**config.mk**
```make
export PLATFORM = sky130hd
export DESIGN_NAME = grey_scan_display
export DESIGN_NICKNAME = d
export VERILOG_FILES = /design/src/rtl/grey_scan_display.sv
export SDC_FILE = /design/constraint.sdc
export NUM_CORES = 1
export LEC_CHECK = 0
export ABC_AREA = 0
export CORE_UTILIZATION = 47
export DETAILED_ROUTE_END_ITERATION = 10
export PLACE_DENSITY = 0.76
export REMOVE_ABC_BUFFERS = 1
export SLEW_MARGIN = 20
export SYNTH_ARGS = -nofsm -noshare
export SYNTH_HDL_FRONTEND = slang
export SYNTH_SLANG_ARGS = --single-unit
```
**constraint.sdc**
```tcl
create_clock -name i_clk -period 3.04 [get_ports i_clk]
set_input_delay 0.304 -clock i_clk [delete_from_list [all_inputs] [get_ports i_clk]]
set_output_delay 0.304 -clock i_clk [all_outputs]
set_load 0.01 [all_outputs]
```
**src/rtl/grey_scan_display.sv**
```systemverilog
`default_nettype none
// ============================================================================
// Module   : grey_scan_display
// Purpose  : Time-multiplexed 7-segment scanner for a grey-coded decade bus,
//            with per-frame snapshot, leading-zero blanking and error flag.
// Revision : 1.0 - initial release
// ============================================================================
module grey_scan_display #(
    parameter int DIGITS   = 12,
    parameter int PRESCALE = 1024
) (
    input  logic                  i_clk,
    input  logic                  i_rst,
    input  logic [5*DIGITS-1:0]   i_digits,
    input  logic                  i_en,
    input  logic                  i_blank_lz,
    input  logic                  i_sep,
    output logic [6:0]            o_seg,
    output logic                  o_dp,
    output logic [3:0]            o_digit,
    output logic                  o_frame,
    output logic                  o_err
);

    localparam int              PW          = (PRESCALE > 2) ? $clog2(PRESCALE) : 1;
    localparam logic [PW-1:0]   c_PRESC_MAX = PW'(PRESCALE - 1);
    localparam logic [3:0]      c_MSD       = 4'(DIGITS - 1);
    localparam logic [4:0]      c_ZERO      = 5'b10001;

    logic [PW-1:0]              r_presc;
    logic [3:0]                 r_index;
    logic [DIGITS-1:0][4:0]     r_shadow;
    logic                       r_lz;
    logic [6:0]                 r_seg;
    logic                       r_dp;
    logic                       r_frame;
    logic                       r_err;
    logic [6:0]                 r_slot_seg;
    logic                       r_slot_dp;

    logic                       w_tick;
    logic                       w_wrap;
    logic [3:0]                 w_next_idx;
    logic [4:0]                 w_code;
    logic                       w_lz_in;
    logic [6:0]                 w_dseg;
    logic                       w_illegal;
    logic                       w_blank;
    logic                       w_sep_pos;
    logic [6:0]                 w_new_seg;
    logic                       w_new_dp;

    assign w_tick     = i_en && (r_presc == c_PRESC_MAX);
    assign w_wrap     = (r_index == 4'd0);
    assign w_next_idx = w_wrap ? c_MSD : (r_index - 4'd1);

    // The frame-start slot reads the live bus, which is what the shadow captures on that same edge.
    assign w_code     = w_wrap ? i_digits[5*DIGITS-1 -: 5] : r_shadow[w_next_idx];
    assign w_lz_in    = w_wrap ? i_blank_lz : r_lz;

    always_comb begin
        w_dseg    = 7'h79;
        w_illegal = 1'b0;
        case (w_code)
            5'b10001: w_dseg = 7'h3F;
            5'b00001: w_dseg = 7'h06;
            5'b00011: w_dseg = 7'h5B;
            5'b00010: w_dseg = 7'h4F;
            5'b00110: w_dseg = 7'h66;
            5'b00100: w_dseg = 7'h6D;
            5'b01100: w_dseg = 7'h7D;
            5'b01000: w_dseg = 7'h07;
            5'b11000: w_dseg = 7'h7F;
            5'b10000: w_dseg = 7'h6F;
            default: begin
                w_dseg    = 7'h79;
                w_illegal = 1'b1;
            end
        endcase
    end

    assign w_blank   = w_lz_in && (w_code == c_ZERO) && (w_next_idx != 4'd0);
    assign w_sep_pos = (w_next_idx == 4'd3) || (w_next_idx == 4'd6) || (w_next_idx == 4'd9);
    assign w_new_seg = w_blank ? 7'h00 : w_dseg;
    assign w_new_dp  = i_sep && w_sep_pos && !w_blank;

    always_ff @(posedge i_clk) begin
        if (i_rst) begin
            r_presc    <= '0;
            r_index    <= 4'd0;
            r_shadow   <= {DIGITS{c_ZERO}};
            r_lz       <= 1'b0;
            r_seg      <= 7'h00;
            r_dp       <= 1'b0;
            r_frame    <= 1'b0;
            r_err      <= 1'b0;
            r_slot_seg <= 7'h00;
            r_slot_dp  <= 1'b0;
        end else begin
            r_frame <= w_tick && w_wrap;
            if (i_en) begin
                r_presc <= w_tick ? '0 : (r_presc + 1'b1);
            end
            if (w_tick) begin
                r_index    <= w_next_idx;
                // Blanking can only be true when the incoming flag was set, so it doubles as the new flag.
                r_lz       <= w_blank;
                r_slot_seg <= w_new_seg;
                r_slot_dp  <= w_new_dp;
                r_seg      <= w_new_seg;
                r_dp       <= w_new_dp;
                if (w_wrap) begin
                    r_shadow <= i_digits;
                end
                if (w_illegal) begin
                    r_err <= 1'b1;
                end
            end else if (!i_en) begin
                r_seg <= 7'h00;
                r_dp  <= 1'b0;
            end else begin
                // Re-drive the held slot after an enable gap without re-evaluating it.
                r_seg <= r_slot_seg;
                r_dp  <= r_slot_dp;
            end
        end
    end

    assign o_seg   = r_seg;
    assign o_dp    = r_dp;
    assign o_digit = r_index;
    assign o_frame = r_frame;
    assign o_err   = r_err;

endmodule
`default_nettype wire
```
**After elaboration in Yosys (flattened, before gate mapping)**

Index checks and enable logic that the tools add are counted.

- Logic and storage cells: 65
- Output and inout port bits: 14
- Flip-flop bits (word level): 93
- Input bits: 65

- Reductions and logical operators: 14
- Mux-type cells: 12
- Add/sub/neg operators: 2
- $lt $le $gt $ge: 1
- Bitwise gates (word level): 1
- Equality and inequality tests: 14

Operators with widths:

| cell | count |
|---|---|
| 7-bit one-hot mux with 10 select lines | 1 |
| 7-bit 2-to-1 mux | 3 |
| 5-bit binary-select mux with 4-bit select | 1 |
| 5-bit equality test (second input constant) | 3 |
| 10-bit by 1-bit adder with 10-bit output (second input constant) | 1 |
| 10-bit equality test (second input constant) | 1 |
| 5-bit by 2-bit equality test with 1-bit output (second input constant) | 2 |
| 5-bit by 3-bit equality test with 1-bit output (second input constant) | 2 |
| 5-bit by 4-bit equality test with 1-bit output (second input constant) | 2 |
| 10-bit 2-to-1 mux | 1 |
| 5-bit 2-to-1 mux | 2 |
| 10-bit OR reduction | 1 |
| 1-bit logical AND | 6 |
| 5-bit by 1-bit equality test with 1-bit output (second input constant) | 1 |
| 4-bit by 5-bit less-than comparator with 1-bit output (second input constant) | 1 |
| 4-bit by 2-bit equality test with 1-bit output (second input constant) | 1 |
| 4-bit by 3-bit equality test with 1-bit output (second input constant) | 1 |
| 4-bit equality test (second input constant) | 1 |
| 4-bit zero test | 1 |
| 4-bit 2-to-1 mux | 1 |
| 2-bit AND reduction | 2 |
| 4-bit nonzero test | 1 |
| 4-bit by 1-bit subtractor with 4-bit output (second input constant) | 1 |
| 1-bit 2-to-1 mux | 3 |
| other kinds (3) | 4 |

**Longest topological paths before layout**

- Depth in word-level cells: 11
- Mapped depth: 13
- Mapped depth without buffers: 11

**Least setup slack after synthesis**

OpenSTA, ideal clock, no wires.

- Path type: register to register
- Start point: reg r_index[0] (netlist: o_digit[0])
- End point: reg r_err (netlist: o_err)
- Slack: -313 ps
- Path buffers: 2
- Stages on the path, launching flop included: 14
- Clock period less this slack: 3353 ps
- Arrival: 3236 ps
- Library setup time: 117 ps
- Data required time: 2923 ps
- Cells stage by stage: dfxtp_1 inv_2 ha_1 nor3b_4 nor2_8 mux4_2 nor2_1 or4_4 buf_6 and2_4 buf_6 nor3b_1 or3_1 a22o_1

- Cells in the longest elaborated chain, start to end: 9
- Elaborated cells on any way between the ends: 19
- Those cells by class: 1 x add/sub; 10 x eq/ne; 4 x mux; 1 x bitwise; 3 x reduce/logical

RTL lines:

| what | line | RTL |
|---|---|---|
| start: declaration | 31 | `logic [3:0] r_index;` |
| start signal: assignment | 105 | `r_index <= w_next_idx;` |
| 4-bit by 1-bit subtractor with 4-bit output or 4-bit zero test (tied branches) | 55, 54 |  |
| 4-bit 2-to-1 mux | 55 | `assign w_next_idx = w_wrap ? c_MSD : (r_index - 4'd1);` |
| 5-bit binary-select mux with 4-bit select | 58 | `assign w_code = w_wrap ? i_digits[5*DIGITS-1 -: 5] : r_shadow[w_next_idx];` |
| 5-bit 2-to-1 mux (implied by the code) | 58 |  |
| 5-bit 2-to-1 mux (*) | 58 |  |
| 5-bit equality test, or another cell as far along | 64 | `case (w_code)` |
| 10-bit OR reduction (no source line) (*) | - |  |
| 1-bit inverter (no source line) (*) | - |  |
| 2-bit AND reduction (no source line) (*) | - |  |
| end signal: assignment | 96 | `r_err <= 1'b0;` |
| end signal: assignment | 116 | `r_err <= 1'b1;` |
| end: declaration | 37 | `logic r_err;` |

Every way passes the cells marked *; elsewhere a longest branch is shown, timed or not. The select of a mux whose other input is x is not followed.
A chain may end at the register's enable or synchronous reset.

**Worst setup path after layout**

- Start point: reg r_index[1] (netlist: o_digit[1])
- End point: reg r_err (netlist: o_err)

Same word-level chain as after synthesis.

==> summary.md <==
| Metric | Value |
|---|---|
| Die W | 97.3 um |
| Type of origin of the critical path | register |
| IO Port Bufs | 78 |
| Share of cells above drive strength 1 | 0.153 |
| CP Launch Point | o_digit[1]$_SDFFE_PP0P_ |
| Most frequent cells in the layout | nand2_1, dfxtp_1, clkdlybuf4s50_1 |
| Commonest non-fill, non-tap cell in the layout | nand2_1 |
| DRT antenna net count | 0 |
| Cells after DPL | 688 |
| Register area share after synthesis | 0.436 |
| CTS Hold Bufs | 0 |
| Final net count | 671 |
| Vias per inst | 5.51 |
| Synth Register Bits | 93 |
| Worst hold path class | primary input to register |
| Buf/Inv on CP | 1 |
| Post-synthesis async set-or-reset flop share | 0 |
| CP Class | register to register |
| Layout Area Growth over Synthesis | 30.8% |
| Worst Path Required | 3.30 ns |
| TNS Setup | 0 ns |
| Period utilization | 0.965 |
| Ys Warns | 0 |
| WL final | 10900 um |
| Vias in the first global route | 3736 |
| CP arrival | 3.19 ns |
| Worst-skew pair later-pin latency | 0.37 ns |
| Clk slew on worst S/H paths | 0.10 ns |
| Synth Instances | 509 |
| Final hold violations | 0 |
| Power Dens Cells | 401 mW/mm2 |
| RR Endpoint | o_err$_SDFFE_PP0P_ |
| Final slew viol count | 0 |
| Initial antenna violation count | 0 |
| Gpl congestion | 0.906 |
| EDFF count, synth | 0 |
| CP Depth | 11 |
| Worst-path fanout max | 7 |
| 1st-pass router iterations | 5 |
| Detailed-route via count | 3937 |
| Ports | 79 |
| Die area | 0.00946 mm2 |
| Core Area | 0.00876 mm2 |
| Slowest CP cell | or4_4 |
| Total power | 2240 uW |
| H-tree depth | 3 |
| Starting Density | 0.487 |
| Post-DP HPWL | 7650 um |
| # rows | 34 |
| Drt initial violations | 206 |
| CP max stage delay | 0.49 ns |
| R2r startpoint | o_digit[1]$_SDFFE_PP0P_ |
| Final Util | 0.636 |
| Run status | completed |
| Placed instance area | 0.00524 mm2 |
| Fin area | 0.00558 mm2 |
| Die height | 97.3 um |
| Setup crit end | o_err$_SDFFE_PP0P_ |
| Fmax achieved | 0.341 GHz |
| Total clock buffers created by CTS | 9 |
| Mapped Area | 0.00427 mm2 |
| Min-Delay Path Depth | 2 |
| Minimum clock period | 2.93 ns |
| Slew at the pin with the worst max-slew slack | 0.972 ns |
| Final non-filler cell total | 714 |
| Max Cap Viol | 0 |
| DRC viols | 0 |
| Critical Path End Type | register |
| N_diodes | 0 |
| Max Root-Sink Buffers | 2 |
| Worst rel slew slack | 0.351 |
| Grt ovf | 0 |
| LEAKAGE | 0.00211 uW |
| CTS tree | yes |
| Clk sinks | 93 |
| Cells on worst reg2reg path | 11 |
| Final setup violating endpoints | 0 |
| Worst path top cell family by delay | simple AND/OR/NAND/NOR gates |
| Largest net degree at the start of global routing | 62 |
| Setup Skew | 0.0115 ns |
| DR WL/cell | 15.3 um |
| Maximum vdd drop | 0.000203 V |
| First-pass GRT wire length | 17600 um |
| Synth unique cells | 59 |
| GRT Overall Usage | 0.231 |
| CP Cell Sequence | inv_2, ha_2, nor3b_4, nor2_8, mux4_2, nor2_1, or4_4, and2_4, nor3b_1, or3_1, a22o_1 |
| Cell chosen for the clock root | clkbuf_8 |
| Ys flop type | dfxtp_1 |
| Synthesized area per cell | 8.38 um2 |
| R2r setup slk | 0.11 ns |
==> final cells by class <==
class | count | area [um2]
Clock buffer | 9 | 124
Clock inverter | 7 | 72.6
Fill cell | 746 | 3190
Inverter | 5 | 18.8
Multi-Input combinational cell | 377 | 2290
Sequential cell | 93 | 1860
Tap cell | 108 | 135
Timing Repair Buffer | 115 | 1070
==> state kept, by name (all words and copies together), names as in the netlist <==
register and cells:
r_slot_dp 1, o_digit 4, r_slot_seg 7, r_presc 10, o_frame 1, o_err 1
o_seg 7, r_shadow 60, r_lz 1, o_dp 1
==> report_power, final <==
group	leakage (uW)	internal (uW)	total [uW]	switching, uW
logic	0.00126	107	178	71.4
registers	0.000751	1220	1220	2.55
clock network	0.0000960	383	835	452
==> metrics by stage <==
| stage | setup slack (ns) | hold slack (ns) |
|---|---|---|
| after floorplan | -0.717 | 0.373 |
| after global placement | 0.0968 | 0.440 |
| after detailed placement | -0.0581 | 0.440 |
| after CTS | -0.0110 | 0.354 |
| after global routing | -0.00560 | 0.387 |
| final | 0.106 | 0.356 |
==> repair_timing <==
| item | in CTS | in global routing |
|---|---|---|
| buffers inserted | 1 | 8 |
| setup endpoints to repair | 5 | 16 |
| gates resized for setup | 0 | 16 |
| pin swaps | 1 | 7 |
| gates cloned | 0 | 1 |
==> cell families (layout without fill, tap and decap cells) <==
logic type / count (synthesis) / count (layout) / synth area share
flops: 93 / 93 / 0.436
simple gates: 244 / 244 / 0.254
fa+ha+maj: 5 / 5 / 0.0147
xor+xnor: 9 / 9 / 0.0185
mux: 18 / 18 / 0.0821
buf+inv: 40 / 136 / 0.0422
compound gates: 100 / 101 / 0.152
==> worst min path at each step <==
stage / startpoint / endpoint / slack [ns]
2_1_floorplan: i_rst / o_digit[3]$_SDFFE_PP0P_ / 0.37
3_3_place_gp: r_slot_seg[4]$_SDFFE_PP0P_ / r_slot_seg[4]$_SDFFE_PP0P_ / 0.44
3_5_place_dp: r_slot_seg[4]$_SDFFE_PP0P_ / r_slot_seg[4]$_SDFFE_PP0P_ / 0.44
4_1_cts: i_rst / r_presc[0]$_SDFFE_PP0P_ / 0.35
5_1_grt: i_rst / r_presc[8]$_SDFFE_PP0P_ / 0.39
6_report: i_rst / r_presc[0]$_SDFFE_PP0P_ / 0.36
==> worst reg2reg max path, stage by stage (launching register included) <==
cell and delay [ns]:
dfxtp_2 0.34, inv_2 0.06, ha_2 0.17, nor3b_4 0.31
nor2_8 0.09, mux4_2 0.36, nor2_1 0.05, or4_4 0.49
and2_4 0.20, nor3b_1 0.14, or3_1 0.42, a22o_1 0.21
==> cells in the mapped netlist, types with 2 or more instances <==
master / count / area (um2)
or3_1: 2 / 12.5
and3_1: 5 / 31.3
and2_1: 4 / 25.0
a21o_1: 2 / 15.0
a21bo_2: 2 / 20.0
nor2b_1: 4 / 25.0
a31o_2: 2 / 17.5
a21boi_0: 3 / 22.5
mux4_1: 2 / 52.6
a211oi_1: 4 / 30.0
o21ai_0: 7 / 35.0
inv_1: 4 / 15.0
buf_6: 2 / 22.5
buf_2: 6 / 30.0
a31oi_1: 3 / 18.8
nand2_1: 144 / 541
nor3b_1: 3 / 22.5
xor2_1: 4 / 35.0
nor2_1: 34 / 128
o22ai_1: 4 / 25.0
nand3_1: 30 / 150
a21oi_1: 51 / 255
dfxtp_1: 93 / 1860
nand4_1: 3 / 18.8
o21ai_1: 2 / 10.0
a22o_1: 3 / 26.3
xnor2_1: 5 / 43.8
o22a_1: 3 / 26.3
mux2i_1: 5 / 50.1
buf_4: 2 / 15.0
nor3_1: 5 / 25.0
a221oi_1: 2 / 17.5
mux4_2: 11 / 248
clkbuf_1: 24 / 90.1
ha_1: 5 / 62.6
==> layer usage <==
layer / vias to the layer above / wire [um] / GRT usage / part of all wire
met5: - / 0 / 0 / 0
met4: 0 / 162 / 0.0667 / 0.015
met3: 13 / 506 / 0.0367 / 0.046
met2: 101 / 5470 / 0.399 / 0.50
met1: 1888 / 4760 / 0.297 / 0.44
li1: 1935 / - / - / -
No activity file was read; power rests on OpenSTA's default activity.
==> patch (same flow settings) <==
Register the inputs `i_digits`, `i_en`, `i_blank_lz` and `i_sep` before use, cleared by the reset. The logic sees them one clock later.
--- a/src/rtl/grey_scan_display.sv
+++ b/src/rtl/grey_scan_display.sv
@@ -29,2 +29,21 @@
 
+    logic [5*DIGITS-1:0] i_digits_q;
+    logic i_en_q;
+    logic i_blank_lz_q;
+    logic i_sep_q;
+
+    always_ff @(posedge i_clk) begin
+        if (i_rst) begin
+            i_digits_q   <= '0;
+            i_en_q       <= '0;
+            i_blank_lz_q <= '0;
+            i_sep_q      <= '0;
+        end else begin
+            i_digits_q   <= i_digits;
+            i_en_q       <= i_en;
+            i_blank_lz_q <= i_blank_lz;
+            i_sep_q      <= i_sep;
+        end
+    end
+
     logic [PW-1:0]              r_presc;
@@ -52,3 +71,3 @@
 
-    assign w_tick     = i_en && (r_presc == c_PRESC_MAX);
+    assign w_tick     = i_en_q && (r_presc == c_PRESC_MAX);
     assign w_wrap     = (r_index == 4'd0);
@@ -57,4 +76,4 @@
     // The frame-start slot reads the live bus, which is what the shadow captures on that same edge.
-    assign w_code     = w_wrap ? i_digits[5*DIGITS-1 -: 5] : r_shadow[w_next_idx];
-    assign w_lz_in    = w_wrap ? i_blank_lz : r_lz;
+    assign w_code     = w_wrap ? i_digits_q[5*DIGITS-1 -: 5] : r_shadow[w_next_idx];
+    assign w_lz_in    = w_wrap ? i_blank_lz_q : r_lz;
 
@@ -84,3 +103,3 @@
     assign w_new_seg = w_blank ? 7'h00 : w_dseg;
-    assign w_new_dp  = i_sep && w_sep_pos && !w_blank;
+    assign w_new_dp  = i_sep_q && w_sep_pos && !w_blank;
 
@@ -100,3 +119,3 @@
             r_frame <= w_tick && w_wrap;
-            if (i_en) begin
+            if (i_en_q) begin
                 r_presc <= w_tick ? '0 : (r_presc + 1'b1);
@@ -112,3 +131,3 @@
                 if (w_wrap) begin
-                    r_shadow <= i_digits;
+                    r_shadow <= i_digits_q;
                 end
@@ -117,3 +136,3 @@
                 end
-            end else if (!i_en) begin
+            end else if (!i_en_q) begin
                 r_seg <= 7'h00;
Check against the original RTL: same outputs for any inputs over 10 cycles, from zero or initial values and one cycle with i_rst high; that may be too few to reach the edited logic, so the function may still have changed.
==> patch against the original RTL <==
  * Combinational power increased by 20%
  * Worst setup slack improved by 20 ps
  * Largest power group unchanged
  * Synthesized area increased by 44%
  * Sequential cell count increased by 63
  * Design area increased by 40%
  * Worst hold slack got worse by 98 ps
  * Largest cell class is now registers
  * Power increased by 93%
  * Wire length increased by 23%
==> patch: results (changes against the original RTL) <==
Timing
  – Clock skew: 17.1 ps (was 11.5 ps)
  – Worst setup margin: 126 ps (was 106 ps)
  – Slew headroom: 48.7% (was 35.1%)
  – Worst hold margin: 258 ps (was 356 ps)

Setup path
  – Worst-path maximum fanout: 18 (was 7)
  – Worst r2r path cells: 10 (was 11)
  – Worst Setup SP: o_digit[0] (was o_digit[1])
  – Largest stage delay on the critical path: 540 ps (was 490 ps)
  – Critical Path AT: 3210 ps (was 3190 ps)

Finish
  – Layout cells sized above 1: 12.4% (was 15.3%)
  – Reg area: 0.00312 mm² (was 0.00186 mm²)
  – Multi-In Gates: 461 (was 377)
  – Nets: 822 (was 671)
  – FILL cells: 1070 (was 746)
  – Bufs w/o clock: 110 (was 115)
  – Clock buf/inv share: 7.17% (was 3.52%)
  – Sequential cell area share: 39.9% (was 33.4%)
  – Buffering overhead: 13.3% (was 19.2%)
  – Inverters excl. clock: 6 (was 5)
  – CLK BUF: 20 (was 9)
  – Multi-input combinational area share: 36.5% (was 41.0%)

Global routing
  – Vias in the first global route: 4651 (was 3736)
  – GRT met1 Usage: 25.7% (was 29.7%)
  – Top Usage Layer GRT: met2 (unchanged)
  – Met3 Track Usage GR: 4.98% (was 3.67%)
  – Routing usage on met2: 35.4% (was 39.9%)
  – First-pass GRT wire length: 21900 µm (was 17600 µm)
  – Pin count of the biggest net entering global routing: 89 (was 62)

Placement
  – Worst slack at placement: 63.8 ps (was -58.1 ps)
  – GP Congestion: 0.846 (was 0.906)
  – Placed cell areas: 0.00719 mm² (was 0.00524 mm²)
  – Detailed placement HPWL: 9180 µm (was 7650 µm)

Synthesis
  – Syn avg cell area: 9.20 µm² (was 8.38 µm²)
  – Post-synthesis sequential area ratio: 51.0% (was 43.6%)
  – Post-synthesis cell type count: 63 (was 59)
  – Synth top area cells: dfxtp_1 (51%), nand2_1 (9.1%), nor2b_1 (6.8%), mux4_2 (4.4%), a21oi_1 (3.8%) (was dfxtp_1 (44%), nand2_1 (13%), a21oi_1 (6.0%), mux4_2 (5.8%), nand3_1 (3.5%))

Drt
  – Metal2 WL: 6420 µm (was 5470 µm)
  – DRT iter0 DRCs: 234 (was 206)
  – Total routed wirelength: 13400 µm (was 10900 µm)
  – Routed met1 length: 6220 µm (was 4760 µm)
  – WL/cell: 14.4 µm (was 15.3 µm)

Floorplanning
  – Die ar.: 0.0135 mm² (was 0.00946 mm²)

Status
  – Outcome: complete, no violations (unchanged)

CTS
  – CTS root buf: clkbuf_16 (was clkbuf_8)
  – Post-CTS Setup Inserts: 0 (was 1)
  – CTS H-tree depth: 4 (was 3)
  – CTS buffer count: 17 (was 9)
  – Skew-Pair Late Insertion Delay: 430 ps (was 370 ps)

Min path
  – Terminating pin of the worst hold path: r_lz (was r_presc[0])
  – Hold crit path type: in2reg (unchanged)
-- patch: cell count changes after synthesis, moves of 4 or more --
cell,unedited run,this run
o21ai_0,7,11
nand2_1,144,149
clkbuf_1,24,33
nor2b_1,4,67
a21oi_1,51,47
nand3b_1,1,25
nand3_1,30,13
xnor2_1,5,1
a211oi_1,4,9
dfxtp_1,93,156
nand2b_1,1,5
-- patch: logic make-up (layout without fill, tap and decap cells) --
| family | Yosys count | count (layout) | synth area share [%] |
|---|---|---|---|
| buffers and inverters | 49 | 148 | 3.43 |
| flip-flops | 156 | 156 | 51.0 |
| multiplexers | 21 | 21 | 5.92 |
| AND/OR/NAND/NOR | 319 | 319 | 25.7 |
| adder cells (fa/ha/maj) | 5 | 5 | 1.02 |
| XOR/XNOR | 8 | 8 | 1.14 |
| AO/OA/AOI/OAI | 108 | 108 | 11.8 |
-- patch: report_power, final --
part	switching [W]	internal, W
registers	0.0000187	0.00209
logic	0.0000871	0.000126
clock network	0.000833	0.00115
